$ cat src/rtl/uvmt_i2c_st_byte_ctlr.sv
// Byte-level I2C controller engine: START / WRITE / READ / STOP sequencing with
// open-drain SCL/SDA enables, quarter-period prescaler and target clock stretching.
module uvmt_i2c_st_byte_ctlr #(
    parameter int CLK_DIV = 4
) (
    input  logic       clk,
    input  logic       reset,
    input  logic       cmd_valid,
    output logic       cmd_ready,
    input  logic [1:0] cmd_op,
    input  logic [7:0] cmd_data,
    input  logic       cmd_nack,
    output logic       rsp_valid,
    output logic [7:0] rsp_data,
    output logic       rsp_ack,
    output logic       rsp_err,
    output logic       busy,
    input  logic       scl_i,
    input  logic       sda_i,
    output logic       scl_oe,
    output logic       sda_oe
);

    localparam int CNT_W = (CLK_DIV > 1) ? $clog2(CLK_DIV) : 1;
    localparam logic [CNT_W-1:0] CNT_LAST = CNT_W'(CLK_DIV - 1);

    localparam logic [1:0] OP_START = 2'd0;
    localparam logic [1:0] OP_WRITE = 2'd1;
    localparam logic [1:0] OP_READ  = 2'd2;
    localparam logic [1:0] OP_STOP  = 2'd3;

    typedef enum logic [2:0] {
        ST_IDLE  = 3'd0,
        ST_HOLD  = 3'd1,
        ST_START = 3'd2,
        ST_BIT   = 3'd3,
        ST_STOP  = 3'd4,
        ST_ERR   = 3'd5
    } state_t;

    state_t           state_q, state_d;
    logic [CNT_W-1:0] cnt_q, cnt_d;
    logic [1:0]       qtr_q, qtr_d;
    logic [3:0]       bit_q, bit_d;
    logic             rd_q, rd_d;
    logic             nack_q, nack_d;
    logic [7:0]       tx_q, tx_d;
    logic [7:0]       rx_q, rx_d;
    logic             scl_oe_q, scl_oe_d;
    logic             sda_oe_q, sda_oe_d;
    logic             rsp_valid_q, rsp_valid_d;
    logic [7:0]       rsp_data_q, rsp_data_d;
    logic             rsp_ack_q, rsp_ack_d;
    logic             rsp_err_q, rsp_err_d;

    logic accept_s;
    logic stall_s;
    logic qtr_end_s;
    logic timed_s;

    // SDA pull-down for a bit slot: data bits MSB first for WRITE, ACK/NACK on slot 8 for READ
    function automatic logic bit_drive(input logic rd, input logic nack,
                                       input logic [7:0] tx, input logic [3:0] idx);
        logic [2:0] pos;
        pos = 3'(4'd7 - idx);
        if (idx == 4'd8) begin
            return rd ? ~nack : 1'b0;
        end else if (rd) begin
            return 1'b0;
        end else begin
            return ~tx[pos];
        end
    endfunction

    assign cmd_ready = ~reset & ((state_q == ST_IDLE) | (state_q == ST_HOLD));
    assign busy      = (state_q != ST_IDLE) & (state_q != ST_HOLD);
    assign accept_s  = cmd_valid & cmd_ready;
    // A released SCL that still reads low is the target stretching the clock
    assign stall_s   = ~scl_oe_q & ~scl_i;
    assign qtr_end_s = (cnt_q == CNT_LAST) & ~stall_s;
    assign timed_s   = (state_q == ST_START) | (state_q == ST_BIT) | (state_q == ST_STOP);

    assign scl_oe    = scl_oe_q;
    assign sda_oe    = sda_oe_q;
    assign rsp_valid = rsp_valid_q;
    assign rsp_data  = rsp_data_q;
    assign rsp_ack   = rsp_ack_q;
    assign rsp_err   = rsp_err_q;

    // Next-state, prescaler and next-output computation
    always_comb begin
        state_d     = state_q;
        qtr_d       = qtr_q;
        bit_d       = bit_q;
        rd_d        = rd_q;
        nack_d      = nack_q;
        tx_d        = tx_q;
        rx_d        = rx_q;
        scl_oe_d    = scl_oe_q;
        sda_oe_d    = sda_oe_q;
        rsp_valid_d = 1'b0;
        rsp_data_d  = 8'h00;
        rsp_ack_d   = 1'b0;
        rsp_err_d   = 1'b0;

        if (timed_s && !qtr_end_s) begin
            cnt_d = stall_s ? cnt_q : cnt_q + 1'b1;
        end else begin
            cnt_d = '0;
        end

        case (state_q)
            ST_IDLE, ST_HOLD: begin
                if (accept_s) begin
                    qtr_d = 2'd0;
                    bit_d = 4'd0;
                    case (cmd_op)
                        OP_START: begin
                            state_d  = ST_START;
                            scl_oe_d = 1'b0;
                            sda_oe_d = 1'b0;
                        end
                        OP_WRITE, OP_READ: begin
                            if (state_q == ST_IDLE) begin
                                state_d     = ST_ERR;
                                rsp_valid_d = 1'b1;
                                rsp_err_d   = 1'b1;
                            end else begin
                                state_d  = ST_BIT;
                                rd_d     = (cmd_op == OP_READ);
                                tx_d     = cmd_data;
                                nack_d   = cmd_nack;
                                rx_d     = 8'h00;
                                scl_oe_d = 1'b1;
                                sda_oe_d = bit_drive(cmd_op == OP_READ, cmd_nack, cmd_data, 4'd0);
                            end
                        end
                        OP_STOP: begin
                            if (state_q == ST_IDLE) begin
                                state_d     = ST_ERR;
                                rsp_valid_d = 1'b1;
                                rsp_err_d   = 1'b1;
                            end else begin
                                state_d  = ST_STOP;
                                scl_oe_d = 1'b1;
                                sda_oe_d = 1'b1;
                            end
                        end
                        default: begin
                            state_d = state_q;
                        end
                    endcase
                end else begin
                    state_d = state_q;
                end
            end
            ST_START: begin
                if (qtr_end_s) begin
                    if (qtr_q == 2'd3) begin
                        state_d  = ST_HOLD;
                        scl_oe_d = 1'b1;
                    end else begin
                        qtr_d    = qtr_q + 2'd1;
                        sda_oe_d = (qtr_q >= 2'd1);
                    end
                end else begin
                    state_d = state_q;
                end
            end
            ST_BIT: begin
                if (qtr_end_s) begin
                    case (qtr_q)
                        2'd0: qtr_d = 2'd1;
                        2'd1: begin
                            qtr_d    = 2'd2;
                            scl_oe_d = 1'b0;
                        end
                        2'd2: qtr_d = 2'd3;
                        default: begin
                            // Last cycle of Q3: SDA is sampled here
                            if (bit_q == 4'd8) begin
                                state_d     = ST_HOLD;
                                scl_oe_d    = 1'b1;
                                sda_oe_d    = 1'b0;
                                rsp_valid_d = 1'b1;
                                rsp_data_d  = rd_q ? rx_q : 8'h00;
                                rsp_ack_d   = sda_i;
                            end else begin
                                rx_d     = {rx_q[6:0], sda_i};
                                bit_d    = bit_q + 4'd1;
                                qtr_d    = 2'd0;
                                scl_oe_d = 1'b1;
                                sda_oe_d = bit_drive(rd_q, nack_q, tx_q, bit_q + 4'd1);
                            end
                        end
                    endcase
                end else begin
                    state_d = state_q;
                end
            end
            ST_STOP: begin
                if (qtr_end_s) begin
                    case (qtr_q)
                        2'd0: begin
                            qtr_d    = 2'd1;
                            scl_oe_d = 1'b0;
                        end
                        2'd1: qtr_d = 2'd2;
                        2'd2: begin
                            qtr_d    = 2'd3;
                            sda_oe_d = 1'b0;
                        end
                        default: begin
                            state_d  = ST_IDLE;
                            scl_oe_d = 1'b0;
                            sda_oe_d = 1'b0;
                        end
                    endcase
                end else begin
                    state_d = state_q;
                end
            end
            ST_ERR: begin
                state_d = ST_IDLE;
            end
            default: begin
                state_d  = ST_IDLE;
                scl_oe_d = 1'b0;
                sda_oe_d = 1'b0;
            end
        endcase
    end

    // State and registered outputs, synchronous reset releases the bus
    always_ff @(posedge clk) begin
        if (reset) begin
            state_q     <= ST_IDLE;
            cnt_q       <= '0;
            qtr_q       <= 2'd0;
            bit_q       <= 4'd0;
            rd_q        <= 1'b0;
            nack_q      <= 1'b0;
            tx_q        <= 8'h00;
            rx_q        <= 8'h00;
            scl_oe_q    <= 1'b0;
            sda_oe_q    <= 1'b0;
            rsp_valid_q <= 1'b0;
            rsp_data_q  <= 8'h00;
            rsp_ack_q   <= 1'b0;
            rsp_err_q   <= 1'b0;
        end else begin
            state_q     <= state_d;
            cnt_q       <= cnt_d;
            qtr_q       <= qtr_d;
            bit_q       <= bit_d;
            rd_q        <= rd_d;
            nack_q      <= nack_d;
            tx_q        <= tx_d;
            rx_q        <= rx_d;
            scl_oe_q    <= scl_oe_d;
            sda_oe_q    <= sda_oe_d;
            rsp_valid_q <= rsp_valid_d;
            rsp_data_q  <= rsp_data_d;
            rsp_ack_q   <= rsp_ack_d;
            rsp_err_q   <= rsp_err_d;
        end
    end

endmodule

$ cat config.mk
export PLATFORM = sky130hd
export DESIGN_NAME = uvmt_i2c_st_byte_ctlr
export DESIGN_NICKNAME = d
export VERILOG_FILES = /design/src/rtl/uvmt_i2c_st_byte_ctlr.sv
export SDC_FILE = /design/constraint.sdc
export NUM_CORES = 1
export LEC_CHECK = 0
export ABC_AREA = 1
export CORE_ASPECT_RATIO = 0.6
export CORE_UTILIZATION = 60
export CTS_BUF_LIST = sky130_fd_sc_hd__clkbuf_4
export CTS_CLUSTER_SIZE = 16
export DETAILED_ROUTE_END_ITERATION = 10
export GPL_TIMING_DRIVEN = 1
export PLACE_DENSITY = 0.91
export SLEW_MARGIN = 25
export SYNTH_ARGS = -nofsm -noshare
export SYNTH_HDL_FRONTEND = slang
export SYNTH_SLANG_ARGS = --single-unit
$ cat constraint.sdc
create_clock -name clk -period 3.4 [get_ports clk]
set_input_delay 0.68 -clock clk [delete_from_list [all_inputs] [get_ports clk]]
set_output_delay 0.68 -clock clk [all_outputs]
set_load 0.02 [all_outputs]
# Word level (Yosys, flattened, before mapping)
# Index checks and enable logic that the tools add are counted.
word_totals:
  ff_bits: 42
  latchBits: 0
  mem_bits_rw: 0
  romBits: 0
  input_bits: 16
  output_inout_bits: 15
  wordCells: 171
  memories: 0
op_classes:
  n_addsub: 4
  multipliers: 0
  n_div: 0
  magnitude_cmp: 2
  eq_ne: 35
  shift: 0
  mux: 67
  bitwise_logic: 23
  reduce_logical: 26
ops:
  columns: ["operator", "count"]
  rows:
  - ["8-bit two-way mux", 6]
  - ["1-bit two-way mux", 28]
  - ["3-bit two-way mux", 9]
  - ["2-bit != test (second input constant)", 12]
  - ["4-bit two-way mux", 4]
  - ["8-bit one-hot mux with 2 select lines", 1]
  - ["8-bit AND reduction", 2]
  - ["1-bit inverter", 15]
  - ["2-bit OR reduction", 7]
  - ["2-bit two-way mux", 6]
  - ["2-bit one-hot mux with 3 select lines", 2]
  - ["3-bit one-hot mux with 4 select lines", 1]
  - ["2-bit equality test (second input constant)", 5]
  - ["1-bit one-hot mux with 5 select lines", 2]
  - ["10-bit AND reduction", 1]
  - ["3-bit != test (second input constant)", 3]
  - ["3-bit one-hot mux with 3 select lines", 1]
  - ["9-bit AND reduction", 1]
  - ["4-bit equality test (second input constant)", 2]
  - ["2-bit one-hot mux with 4 select lines", 1]
  - ["4-bit one-hot mux with 2 select lines", 1]
  - ["8-bit OR reduction", 1]
  - ["7-bit AND reduction", 1]
  - ["7-bit OR reduction", 1]
  - ["other kinds (28)", 44]

# Longest topological paths before layout
depth:
  depth_word: 11
  ltp_mapped: 13
  depth_no_buf: 12

# Least setup slack after synthesis
# OpenSTA, ideal clock, no wires.
synth_path:
  path_kind: "input to register"
  start: "input port reset"
  end: "register rx_q[0]"
  setup_time_ns: 0.112
  arrival_time_ns: 1.939
  required_time_ns: 3.288
  setup_slack_ns: 1.349
  cell_stages: 12
  path_buffers: 2
  path_cell_list: "clkbuf_1 -> inv_2 -> nand3_2 -> nand2_1 -> nand2_2 -> nor2_2 -> nand2_4 -> a21oi_4 -> buf_8 -> o21ai_2 -> nand2_2 -> nor2_2"
synth_between:
  elab_chain_cells: 5
synth_rtl:
  columns: ["item", "line_no", "rtl"]
  rows:
  - ["start: declaration", "7", "input logic reset,"]
  - ["1-bit inverter", "75", "assign cmd_ready = ~reset & ((state_q == ST_IDLE) | (state_q == ST_HOLD));"]
  - ["1-bit AND", "75", null]
  - ["1-bit AND", "77", "assign accept_s = cmd_valid & cmd_ready;"]
  - ["2-bit != test (no source line)", null, null]
  - ["7-bit AND reduction (no source line)", null, null]
  - ["end signal: assignment", "259", "rx_q <= rx_d;"]
  - ["end: declaration", "48", "logic [7:0] rx_q, rx_d;"]
# Several ways; a longest one is shown, not always the timed one.
# A chain may end at the register's enable or synchronous reset.

# Worst setup path after layout
layout_path:
  start: "input port reset"
  end: "output port cmd_ready"
layout_between:
  elab_chain_cells: 2
layout_rtl:
  columns: ["item", "line_no", "rtl"]
  rows:
  - ["1-bit inverter", "75", null]
  - ["1-bit AND", "75", null]
  - ["end: declaration", "9", "output logic cmd_ready,"]
# Every way passes these cells.

==> flow_summary_export.csv <==
group,metric,value,unit
outcome,status,"finished clean",
yosys,synth.distinct_cells,28,
yosys,synthTopCellsByArea,"dfxtp_1, nand2_1, nor2_1, o21ai_0, inv_1",
clock_network,clock_sinks,42,
placed_design,gp_congestion,0.931,
yosys,synth_top_area_frac,0.386,
finish,nets,363,
timing,tightest_slew,498,ps
finish,drive_gt1_frac,0.139,
setup_path,rrSetupSlack,1010,ps
power_and_ir_drop,clockPowerShare,0.163,
timing,layout_setup_ws,770,ps
grt,track_usage,0.293,
route,drtAntennaViolNets,0,
route,drt_pre_antenna_iters,5,
setup_path,worstPathCellList,"clkdlybuf4s50_1 -> nor2_1 -> clkdlybuf4s50_1",
placed_design,portBuffers,30,
setup_path,endpoint_kind,"output pin",
floorplan,die_h,48.7,µm
floorplan,die_w,79.8,µm
placed_design,post-place-ws,718,ps
setup_path,cp.buffers_inverters,2,
yosys,syn_area,2180,µm²
worst_hold_path,hp-class,"flip-flop to flip-flop",
clock_network,cts_buffers,5,
floorplan,dieArea,3890,µm²
timing,fin_skew,13.8,ps
route,wl_per_cell,13.7,µm
clock_network,cts_setup_buffers,0,
power_and_ir_drop,pwr-share-seq,0.412,
timing,fin_crit_sh,0.773,
clock_network,h-tree-depth,2,
power_and_ir_drop,powerDensity,626,nW/µm²
power_and_ir_drop,p_sw,0.000702,W
finish,synthToLayoutAreaGrowth,18.3,%
floorplan,start_util,0.648,
finish,fillCellCount,263,
floorplan,num_io_pins,31,
power_and_ir_drop,power.leakage,1.09,nW
setup_path,slowest_stage,"clkdlybuf4s50_1",
grt,grt_pass1_vias,1927,
clock_network,ctsLongestPathBuffers,2,
yosys,syn_inst,303,
timing,fmax,380,MHz
route,drc,0,
setup_path,slowest_delay,620,ps
floorplan,core,3360,µm²
clock_network,cts_tree,"done",
power_and_ir_drop,p_total,0.00162,W
yosys,avgSynthCellArea,7.20,µm²
clock_network,cts_resized,0,
finish,layout_common_cells,"nor2_1, nand2_1, dfxtp_1, inv_1",
setup_path,critPathKind,"input pin to output pin",
timing,min_period,2630,ps
run,cap_violations,0,
timing,setup_viol,0,
yosys,synth_top_area_cell,"dfxtp_1",
yosys,yosysSeqAreaShare,0.386,
grt,grt_first_pass_wirelength,8730,µm
grt,grt_max_degree,26,
yosys,synth_nets,329,
timing,relSlewSlack,0.667,
route,vias_per_cell,5.54,
floorplan,num_rows,16,
route,vias,2120,
power_and_ir_drop,combPwrFrac,0.425,
setup_path,crit_fanout,3,
power_and_ir_drop,intPower,0.000914,W
clock_network,path_clk_slew,140,ps
yosys,yosysWarnings,0,
timing,hold_ws,471,ps
timing,hold_viol_final,0,
yosys,ys_ff_latch,42,
timing,rsz0062_at_grt,"no",
power_and_ir_drop,sw_frac_of_total,0.434,
timing,timing.setup.tns,0,ps
route,detail_route.iter0.violations,184,
finish,post-route-util,0.767,
route,finalWirelength,5230,µm
clock_network,cts_hold_buf,0,
setup_path,crit_arrival,1950,ps
placed_design,dp_hpwl,3950,µm
finish,diodes,0,
setup_path,cp.required,2720,ps
grt,antenna_found_initial,0,
setup_path,crit_top_cell,"clkdlybuf4s50_1",
setup_path,critical-path-top-delay-family,"buffers and inverters",
clock_network,clock_latency,370,ps
grt,grt_overflow,0,
timing,maxSlewViolCount,0,
setup_path,start_kind,"input pin",
power_and_ir_drop,peakVddDrop,343,µV
clock_network,clockRootBuffer,"clkbuf_4",
-- power by group through the flow --
| stage | sequential (W) | clock [W] | combinational (W) |
|---|---|---|---|
| 6_report | 0.000666 | 0.000264 | 0.000686 |
| 5_1_grt | 0.000677 | 0.000292 | 0.000753 |
| 4_1_cts | 0.000663 | 0.000265 | 0.000674 |
| 3_5_place_dp | 0.000673 | 0 | 0.000667 |
| 3_3_place_gp | 0.000669 | 0 | 0.000634 |
| 2_1_floorplan | 0.000662 | 0 | 0.000505 |
-- state kept, by name (all words and copies together), names as in the netlist --
| register | cells |
|---|---|
| rsp_valid | 1 |
| tx_q | 8 |
| rx_q | 8 |
| scl_oe | 1 |
| rsp_err | 1 |
| bit_q | 4 |
| nack_q | 1 |
| state_q | 3 |
| rd_q | 1 |
| qtr_q | 2 |
| rsp_data | 8 |
| cnt_q | 2 |
| rsp_ack | 1 |
| sda_oe | 1 |
-- cell families after synthesis --
kind of cell,after synthesis,share of synthesized area
buffers and inverters,46,0.0901
adders and majority gates,10,0.0574
and+or+nand+nor,145,0.308
DFF,42,0.386
xor gates and xnor gates,2,0.00803
AOI/OAI and AO/OA,58,0.151
-- worst reg2reg max path: stages, from the launching register on --
cell and delay (ps):
dfxtp_1 500, inv_1 200, ha_1 250, nand2_1 80
nor2_1 80, nor2_2 150, inv_1 80, nand2_1 110
nand2_4 110, a21oi_4 420, o21ai_0 170, nand2_1 120
nor2_2 40
-- per-stage QoR --
stage	instance area, µm²	instances
2_1_floorplan	2180	303
3_3_place_gp	2520	375
3_5_place_dp	2520	375
4_1_cts	2580	383
5_1_grt	2580	383
6_report	2580	383
-- worst paths after layout --
check,from,endpoint,depth (start not counted)
setup / recovery,reset,cmd_ready,3
hold / removal,rx_q[7],rsp_data[7],2
setup reg to reg,bit_q[0],rx_q[4],12
hold reg to reg,rx_q[7],rsp_data[7],2
-- cell type report --
type                    instances  area (µm²)  share of cell area
clock buffers                   5        37.5              0.0145
clock inverters                 3        25.0             0.00970
inverters                      39         146              0.0567
multi-input cells             215        1140               0.443
flip-flops and latches         42         841               0.326
well taps                      45        56.3              0.0218
repair buffers                 34         330               0.128
-- layer usage --
layer / global-route usage / up-vias / routed length, µm
li1: - / 1035 / -
met1: 0.432 / 965 / 2490
met2: 0.427 / 110 / 2180
met3: 0.0698 / 10 / 505
met4: 0.0774 / 0 / 52
met5: 0 / - / 0
-- synth_stat cells --
cell type,number
clkbuf_1,3
nand3_1,13
dfxtp_1,42
nand4_1,4
xor2_1,2
buf_6,1
nor2_2,20
nand2_1,48
buf_2,1
o31ai_1,1
nor2_1,48
o221ai_1,1
a21boi_0,1
nor2_4,2
o21ai_0,30
o21ai_2,2
buf_8,1
ha_1,10
nor3_1,3
nand3_2,1
inv_1,36
nand2_2,4
a211oi_1,5
nand2_4,2
buf_4,1
a21oi_1,17
inv_2,3
a21oi_4,1
(Power assumes the default switching activity.)
